File: config.mk
export PLATFORM = sky130hd
export DESIGN_NAME = axi_stream_extract_header
export DESIGN_NICKNAME = d
export VERILOG_FILES = /design/src/rtl/axi_stream_extract_header.sv
export SDC_FILE = /design/constraint.sdc
export NUM_CORES = 1
export LEC_CHECK = 0
export ABC_AREA = 1
export BUFFER_PORTS_ARGS = -buffer_cell sky130_fd_sc_hd__buf_2
export CELL_PAD_IN_SITES_DETAIL_PLACEMENT = 1
export CELL_PAD_IN_SITES_GLOBAL_PLACEMENT = 1
export CORE_MARGIN = 5
export CORE_UTILIZATION = 40
export DETAILED_ROUTE_END_ITERATION = 16
export HOLD_SLACK_MARGIN = 0.03
export PLACE_DENSITY_LB_ADDON = 0.1
export REMOVE_ABC_BUFFERS = 1
export SYNTH_ARGS = -nofsm -noshare
export SYNTH_HDL_FRONTEND = slang
export SYNTH_SLANG_ARGS = --single-unit
File: constraint.sdc
create_clock -name clk -period 5.6 [get_ports clk]
set_clock_uncertainty 0.2 [all_clocks]
set_input_delay 0.56 -clock clk [delete_from_list [all_inputs] [get_ports clk]]
set_output_delay 0.56 -clock clk [all_outputs]
set_load 0.03 [all_outputs]
File: src/rtl/axi_stream_extract_header.sv
`default_nettype none
// ============================================================================
// Module   : axi_stream_extract_header
// Brief    : Splits a leading 0..W-byte header off an AXI-Stream packet onto
//            m00 and re-aligns the payload to the MSB lane on m01.
//            Optional counters: define AXIS_EXTRACT_HEADER_STATS_EN.
// Revision : 1.0 - initial release
// ============================================================================
module axi_stream_extract_header #(
   parameter int DATA_WD      = 32,
   parameter int DATA_BYTE_WD = DATA_WD / 8
) (
   input  logic                                 clk,
   input  logic                                 rst,
   input  logic [$clog2(DATA_BYTE_WD+1)-1:0]    hdr_len,
   input  logic                                 s_axis_tvalid,
   input  logic [DATA_WD-1:0]                   s_axis_tdata,
   input  logic [DATA_BYTE_WD-1:0]              s_axis_tkeep,
   input  logic                                 s_axis_tlast,
   output logic                                 s_axis_tready,
   output logic                                 m00_axis_tvalid,
   output logic [DATA_WD-1:0]                   m00_axis_tdata,
   output logic [DATA_BYTE_WD-1:0]              m00_axis_tkeep,
   input  logic                                 m00_axis_tready,
   output logic                                 m01_axis_tvalid,
   output logic [DATA_WD-1:0]                   m01_axis_tdata,
   output logic [DATA_BYTE_WD-1:0]              m01_axis_tkeep,
   output logic                                 m01_axis_tlast,
   input  logic                                 m01_axis_tready,
   output logic                                 hdr_err
`ifdef AXIS_EXTRACT_HEADER_STATS_EN
   ,
   output logic [31:0]                          pkt_cnt,
   output logic [15:0]                          err_cnt
`endif
);

   localparam int              W   = DATA_BYTE_WD;
   localparam int              HW  = $clog2(W + 1);
   localparam logic [HW-1:0]   W_L = HW'(W);
   localparam logic [HW:0]     W_X = (HW + 1)'(W);

   typedef enum logic [1:0] {
      ST_HDR     = 2'd0,
      ST_PAYLOAD = 2'd1,
      ST_FLUSH   = 2'd2
   } state_t;

   function automatic logic [HW-1:0] popcnt(input logic [W-1:0] k);
      logic [HW-1:0] n;
      n = '0;
      for (int i = 0; i < W; i++) n = n + HW'(k[i]);
      return n;
   endfunction

   function automatic logic [W-1:0] keep_hi(input logic [HW:0] n);
      logic [W-1:0] ones;
      ones = '1;
      return ~(ones >> n);
   endfunction

   function automatic logic [W-1:0] keep_lo(input logic [HW:0] n);
      logic [W-1:0] ones;
      ones = '1;
      return ~(ones << n);
   endfunction

   state_t                state_q, state_d;
   logic [DATA_WD-1:0]    carry_q, carry_d;
   logic [HW-1:0]         ccnt_q, ccnt_d;
   logic                  m00_valid_q, m00_valid_d;
   logic [DATA_WD-1:0]    m00_data_q, m00_data_d;
   logic [W-1:0]          m00_keep_q, m00_keep_d;
   logic                  m01_valid_q, m01_valid_d;
   logic [DATA_WD-1:0]    m01_data_q, m01_data_d;
   logic [W-1:0]          m01_keep_q, m01_keep_d;
   logic                  m01_last_q, m01_last_d;
   logic                  hdr_err_q, hdr_err_d;

   logic                  w_m00_free, w_m01_free, w_ready, w_hs;
   logic [DATA_WD-1:0]    w_sdata;
   logic [HW-1:0]         w_h, w_k;
   logic [HW:0]           w_t;
   logic [2*DATA_WD-1:0]  w_cat;

   always_comb begin : p_ready
      w_m00_free = !m00_valid_q || m00_axis_tready;
      w_m01_free = !m01_valid_q || m01_axis_tready;
      w_ready    = 1'b0;
      case (state_q)
         ST_HDR:     w_ready = w_m00_free && w_m01_free;
         ST_PAYLOAD: w_ready = w_m01_free;
         default:    w_ready = 1'b0;
      endcase
      if (rst) w_ready = 1'b0;
   end

   assign s_axis_tready = w_ready;
   assign w_hs          = s_axis_tvalid && w_ready;

   // Disabled lanes are zeroed so garbage never reaches carry or outputs.
   always_comb begin : p_datapath
      for (int i = 0; i < W; i++)
         w_sdata[8*i +: 8] = s_axis_tdata[8*i +: 8] & {8{s_axis_tkeep[i]}};
      w_h   = (hdr_len > W_L) ? W_L : hdr_len;
      w_k   = popcnt(s_axis_tkeep);
      w_t   = {1'b0, ccnt_q} + {1'b0, w_k};
      w_cat = {carry_q, {DATA_WD{1'b0}}}
            | ({{DATA_WD{1'b0}}, w_sdata} << {W_L - ccnt_q, 3'b000});
   end

   always_comb begin : p_next
      state_d     = state_q;
      carry_d     = carry_q;
      ccnt_d      = ccnt_q;
      m00_valid_d = m00_valid_q && !m00_axis_tready;
      m00_data_d  = m00_data_q;
      m00_keep_d  = m00_keep_q;
      m01_valid_d = m01_valid_q && !m01_axis_tready;
      m01_data_d  = m01_data_q;
      m01_keep_d  = m01_keep_q;
      m01_last_d  = m01_last_q;
      hdr_err_d   = 1'b0;

      case (state_q)
         ST_HDR: begin
            if (w_hs) begin
               if (w_h == '0) begin
                  carry_d = '0;
                  ccnt_d  = '0;
               end else begin
                  carry_d = w_sdata << {w_h, 3'b000};
                  ccnt_d  = W_L - w_h;
               end
               if (s_axis_tlast && w_h != '0 && w_k <= w_h) begin
                  // Short packet: whatever arrived is the (possibly truncated) header.
                  m00_valid_d = 1'b1;
                  m00_data_d  = w_sdata >> {W_L - w_k, 3'b000};
                  m00_keep_d  = keep_lo({1'b0, w_k});
                  hdr_err_d   = (w_k < w_h);
               end else begin
                  if (w_h != '0) begin
                     m00_valid_d = 1'b1;
                     m00_data_d  = w_sdata >> {W_L - w_h, 3'b000};
                     m00_keep_d  = keep_lo({1'b0, w_h});
                  end
                  if (s_axis_tlast) begin
                     m01_valid_d = 1'b1;
                     m01_data_d  = w_sdata << {w_h, 3'b000};
                     m01_keep_d  = keep_hi({1'b0, w_k} - {1'b0, w_h});
                     m01_last_d  = 1'b1;
                  end else begin
                     if (w_h == '0) begin
                        m01_valid_d = 1'b1;
                        m01_data_d  = w_sdata;
                        m01_keep_d  = '1;
                        m01_last_d  = 1'b0;
                     end
                     state_d = ST_PAYLOAD;
                  end
               end
            end
         end
         ST_PAYLOAD: begin
            if (w_hs) begin
               m01_valid_d = 1'b1;
               m01_data_d  = w_cat[2*DATA_WD-1:DATA_WD];
               if (s_axis_tlast && w_t <= W_X) begin
                  m01_keep_d = keep_hi(w_t);
                  m01_last_d = 1'b1;
                  state_d    = ST_HDR;
               end else begin
                  m01_keep_d = '1;
                  m01_last_d = 1'b0;
                  carry_d    = w_cat[DATA_WD-1:0];
                  if (s_axis_tlast) begin
                     ccnt_d  = HW'(w_t - W_X);
                     state_d = ST_FLUSH;
                  end
               end
            end
         end
         ST_FLUSH: begin
            if (w_m01_free) begin
               m01_valid_d = 1'b1;
               m01_data_d  = carry_q;
               m01_keep_d  = keep_hi({1'b0, ccnt_q});
               m01_last_d  = 1'b1;
               state_d     = ST_HDR;
            end
         end
         default: state_d = ST_HDR;
      endcase
   end

   always_ff @(posedge clk) begin
      if (rst) begin
         state_q     <= ST_HDR;
         carry_q     <= '0;
         ccnt_q      <= '0;
         m00_valid_q <= 1'b0;
         m00_data_q  <= '0;
         m00_keep_q  <= '0;
         m01_valid_q <= 1'b0;
         m01_data_q  <= '0;
         m01_keep_q  <= '0;
         m01_last_q  <= 1'b0;
         hdr_err_q   <= 1'b0;
      end else begin
         state_q     <= state_d;
         carry_q     <= carry_d;
         ccnt_q      <= ccnt_d;
         m00_valid_q <= m00_valid_d;
         m00_data_q  <= m00_data_d;
         m00_keep_q  <= m00_keep_d;
         m01_valid_q <= m01_valid_d;
         m01_data_q  <= m01_data_d;
         m01_keep_q  <= m01_keep_d;
         m01_last_q  <= m01_last_d;
         hdr_err_q   <= hdr_err_d;
      end
   end

   assign m00_axis_tvalid = m00_valid_q;
   assign m00_axis_tdata  = m00_data_q;
   assign m00_axis_tkeep  = m00_keep_q;
   assign m01_axis_tvalid = m01_valid_q;
   assign m01_axis_tdata  = m01_data_q;
   assign m01_axis_tkeep  = m01_keep_q;
   assign m01_axis_tlast  = m01_last_q;
   assign hdr_err         = hdr_err_q;

`ifdef AXIS_EXTRACT_HEADER_STATS_EN
   logic [31:0] pkt_cnt_q;
   logic [15:0] err_cnt_q;

   always_ff @(posedge clk) begin
      if (rst) begin
         pkt_cnt_q <= '0;
         err_cnt_q <= '0;
      end else begin
         if (w_hs && s_axis_tlast) pkt_cnt_q <= pkt_cnt_q + 32'd1;
         if (hdr_err_d)            err_cnt_q <= err_cnt_q + 16'd1;
      end
   end

   assign pkt_cnt = pkt_cnt_q;
   assign err_cnt = err_cnt_q;
`endif

endmodule
`default_nettype wire

==> qor.csv <==
stage,metric,value,unit
logic_synthesis,syn_area_per_cell,6.04,um2
detailed_routing,viasPerCell,5.82,
placement,dpl.hpwl,23400,um
power_and_ir_drop,pwr_density_cell,480,nW/um2
timing,slew_viol_final,0,
die,rows,51,
timing,fin_ws,1.17,ns
logic_synthesis,syn-cell-area,8020,um2
logic_synthesis,yosys_most_used_dff,dfxtp_1,
logic_synthesis,ys_seq_elements,113,
cells_and_area,layout-drive-gt1-share,0.146,
critical_path,critical_path_required,5.72,ns
timing,rsz0062_at_grt,false,
placement,dpl_worst_slack,0.832,ns
cells_and_area,syn2layout_area_growth,16.5,%
cells_and_area,nets,1478,
clocking,numCtsBuffers,17,
global_routing,grt_max_degree,45,
detailed_routing,post_drt_wl_per_cell,20.8,um
clocking,cts_setup_buffers,0,
logic_synthesis,ys_seq_area_frac,0.282,
placement,place.port_buffers,121,
die,die-area,23000,um2
critical_path,crit_arrival,4.55,ns
die,die_y,152,um
clocking,cts_tree,built,
critical_path,cp-start-kind,input pin,
clocking,clock_latency,0.43,ns
clocking,cts.sinks,113,
global_routing,grt_pass1_wl,54100,um
placement,placed_area,8780,um2
detailed_routing,dr.pass1.iters,5,
min_path,hold_end,m01_axis_tvalid$_SDFF_PP0_,
die,floorplan.initialDensity,0.409,
timing,setup_violations,0,
logic_synthesis,synth-edff-count,0,
power_and_ir_drop,cellLeakagePower,4.42,nW
detailed_routing,vias,9803,
clocking,cts-root-buf,clkbuf_16,
logic_synthesis,synth_common_cells,"nand2_1 (347), o21ai_0 (175), nor2_1 (133)",
power_and_ir_drop,peakVddDrop,0.227,mV
timing,final-hold-violation-count,0,
critical_path,rr_endpoint,m01_axis_tdata[25]$_SDFFE_PP0P_,
critical_path,r2r_start,ccnt_q[1]$_SDFFE_PP0P_,
timing,max_slew_margin,0.291,
timing,fmax,0.226,GHz
global_routing,grtUsageTotal,0.305,
global_routing,grt-ovfl-total,0,
critical_path,r2r_slack,1.85,ns
placement,gp_congestion,0.942,
critical_path,cp_max_fo,24,
critical_path,reg2reg_depth,10,
clocking,cts_hold_buf,0,
critical_path,crit_type,input pin to flip-flop,
critical_path,crit_path_top_delay_cell,fa_1,
detailed_routing,drc,0,
cells_and_area,n_antenna_cell,0,
clocking,clk_pin_slew,0.06,ns
global_routing,grt_pass1_vias,9875,
detailed_routing,routed_wl,35000,um
min_path,hold_class,input pin to flip-flop,
run_status,status,completed,
clocking,cts.repair.resized,0,
clocking,htreeDepth,4,
logic_synthesis,yosys-top-cells-area,"dfxtp_1 (28%), nand2_1 (16%), o21ai_0 (11%), a21oi_1 (7.2%), nand3_1 (6.2%)",
logic_synthesis,synth_most_common_cell,nand2_1,
die,dieWidth,152,um
min_path,hold_depth,4,
logic_synthesis,synth_top_area_cell,dfxtp_1,
detailed_routing,drtIter0Drc,852,
timing,finalCriticalPeriod,4.43,ns
timing,worst_pin_slew,1.06,ns
critical_path,path_cells,"buf_2, inv_1, fa_1, inv_1, ha_1, inv_1, ha_1, inv_1, fa_1, ha_1, inv_1, nand2_1, nand2_2, nand2_2, nand2_1, buf_4, nand2_1, nand2_1, nand2_1, nand2_1, nand3_1, nand2_1, inv_1",
logic_synthesis,synth-warning-count,0,
min_path,hold_path_startpoint,m01_axis_tready,
logic_synthesis,netlist-cell-type-count,41,
global_routing,antenna_found_initial,0,
timing,post-route-period-util,0.791,
logic_synthesis,synth_top_cell_area_share,0.282,
die,core_area,19600,um2
logic_synthesis,postSynthCellCount,1329,
critical_path,crit_top_cell,nand2_1,
clocking,clk_path_buf_depth,2,
detailed_routing,antenna_left,0,
logic_synthesis,synth-async-reset-ratio,0,
timing,finalSetupTns,0,ns
die,io_pins,122,
job,maxCapViolations,0,
critical_path,max_stage_delay,0.48,ns
cells_and_area,finalInstanceArea,9350,um2
critical_path,worstSetupEndpointType,flip-flop,
==> critical path, delay by kind of cell <==
family                   cells  cell delay, ns
AND/OR/NAND/NOR             10            1.57
buffers and inverters        8            0.87
adder cells (fa/ha/maj)      5            1.53
==> cell families after synthesis <==
group	count (synthesis)	synth area share
adder cells (fa/ha/maj)	26	0.0443
AO/OA/AOI/OAI	366	0.250
AND/OR/NAND/NOR	632	0.328
buffers and inverters	192	0.0950
flip-flops	113	0.282
==> area by class of cell <==
cell class	instances	area (um2)
clock buffer	20	457
clock inverter	10	113
fill	2764	10200
inverter	106	398
multi-input combinational	1024	5000
sequential	113	2260
tap	265	332
timing repair buffer	145	786
==> worst max path at each step <==
stage                               start                              end  slack [ns]  cells past startpoint
after floorplan           s_axis_tkeep[0]         carry_q[17]$_SDFFE_PP0P_        1.14                     13
after global placement    s_axis_tkeep[3]   m00_axis_tdata[3]$_SDFFE_PP0P_        0.98                     22
after detailed placement  s_axis_tkeep[3]  m01_axis_tdata[19]$_SDFFE_PP0P_        0.83                     20
after CTS                 s_axis_tkeep[3]   m00_axis_tdata[7]$_SDFFE_PP0P_        1.22                     22
after global routing      s_axis_tkeep[3]   m00_axis_tdata[7]$_SDFFE_PP0P_        0.85                     23
final                     s_axis_tkeep[3]   m00_axis_tdata[7]$_SDFFE_PP0P_        1.17                     23
==> metrics by stage <==
step / util / std cells / total power [mW] / hold slack [ns]
2_1_floorplan: - / 1243 / 2.54 / 0.227
3_3_place_gp: 0.448 / 1653 / 3.33 / 0.239
3_5_place_dp: 0.448 / 1653 / 3.37 / 0.252
4_1_cts: 0.477 / 1683 / 4.46 / 0.214
5_1_grt: 0.477 / 1683 / 4.74 / 0.229
6_report: 0.477 / 1683 / 4.49 / 0.221
==> registers in the layout, indices dropped and copies added (netlist names) <==
signal	cells
carry_q	32
ccnt_q	3
hdr_err	1
m00_axis_tdata	32
m00_axis_tkeep	4
m00_axis_tvalid	1
m01_axis_tdata	32
m01_axis_tkeep	4
m01_axis_tlast	1
m01_axis_tvalid	1
state_q	2
==> metal layers <==
layer	GRT usage	vias to the layer above	part of all wire
met2	0.482	443	0.44
met3	0.0440	100	0.081
met1	0.406	4685	0.44
met5	0	-	0
li1	-	4575	-
met4	0.149	0	0.041
==> power by group <==
group	internal, mW	switching, mW
sequential	0.984	0.0865
combinational	0.624	1.71
clock	0.670	0.410
==> cell usage in the layout, fill, tap and decap left out, types with 5 or more instances in the layout <==
| master | netlist | routed |
|---|---|---|
| a22oi_1 | 11 | 11 |
| clkinv_1 | 7 | 6 |
| o22ai_1 | 26 | 26 |
| ha_1 | 22 | 22 |
| nand2_2 | 5 | 5 |
| buf_4 | 2 | 24 |
| clkbuf_16 | 0 | 17 |
| nand3_1 | 100 | 100 |
| nor3_1 | 9 | 9 |
| a21oi_1 | 115 | 115 |
| o21ai_0 | 175 | 175 |
| dfxtp_1 | 113 | 113 |
| nand2_1 | 347 | 347 |
| a211oi_1 | 6 | 6 |
| inv_1 | 96 | 96 |
| nor2_1 | 133 | 133 |
| or2_2 | 15 | 15 |
| nand4_1 | 7 | 7 |
| o211ai_1 | 7 | 7 |
| buf_2 | 20 | 121 |
Power figures use the tool's default switching activity.
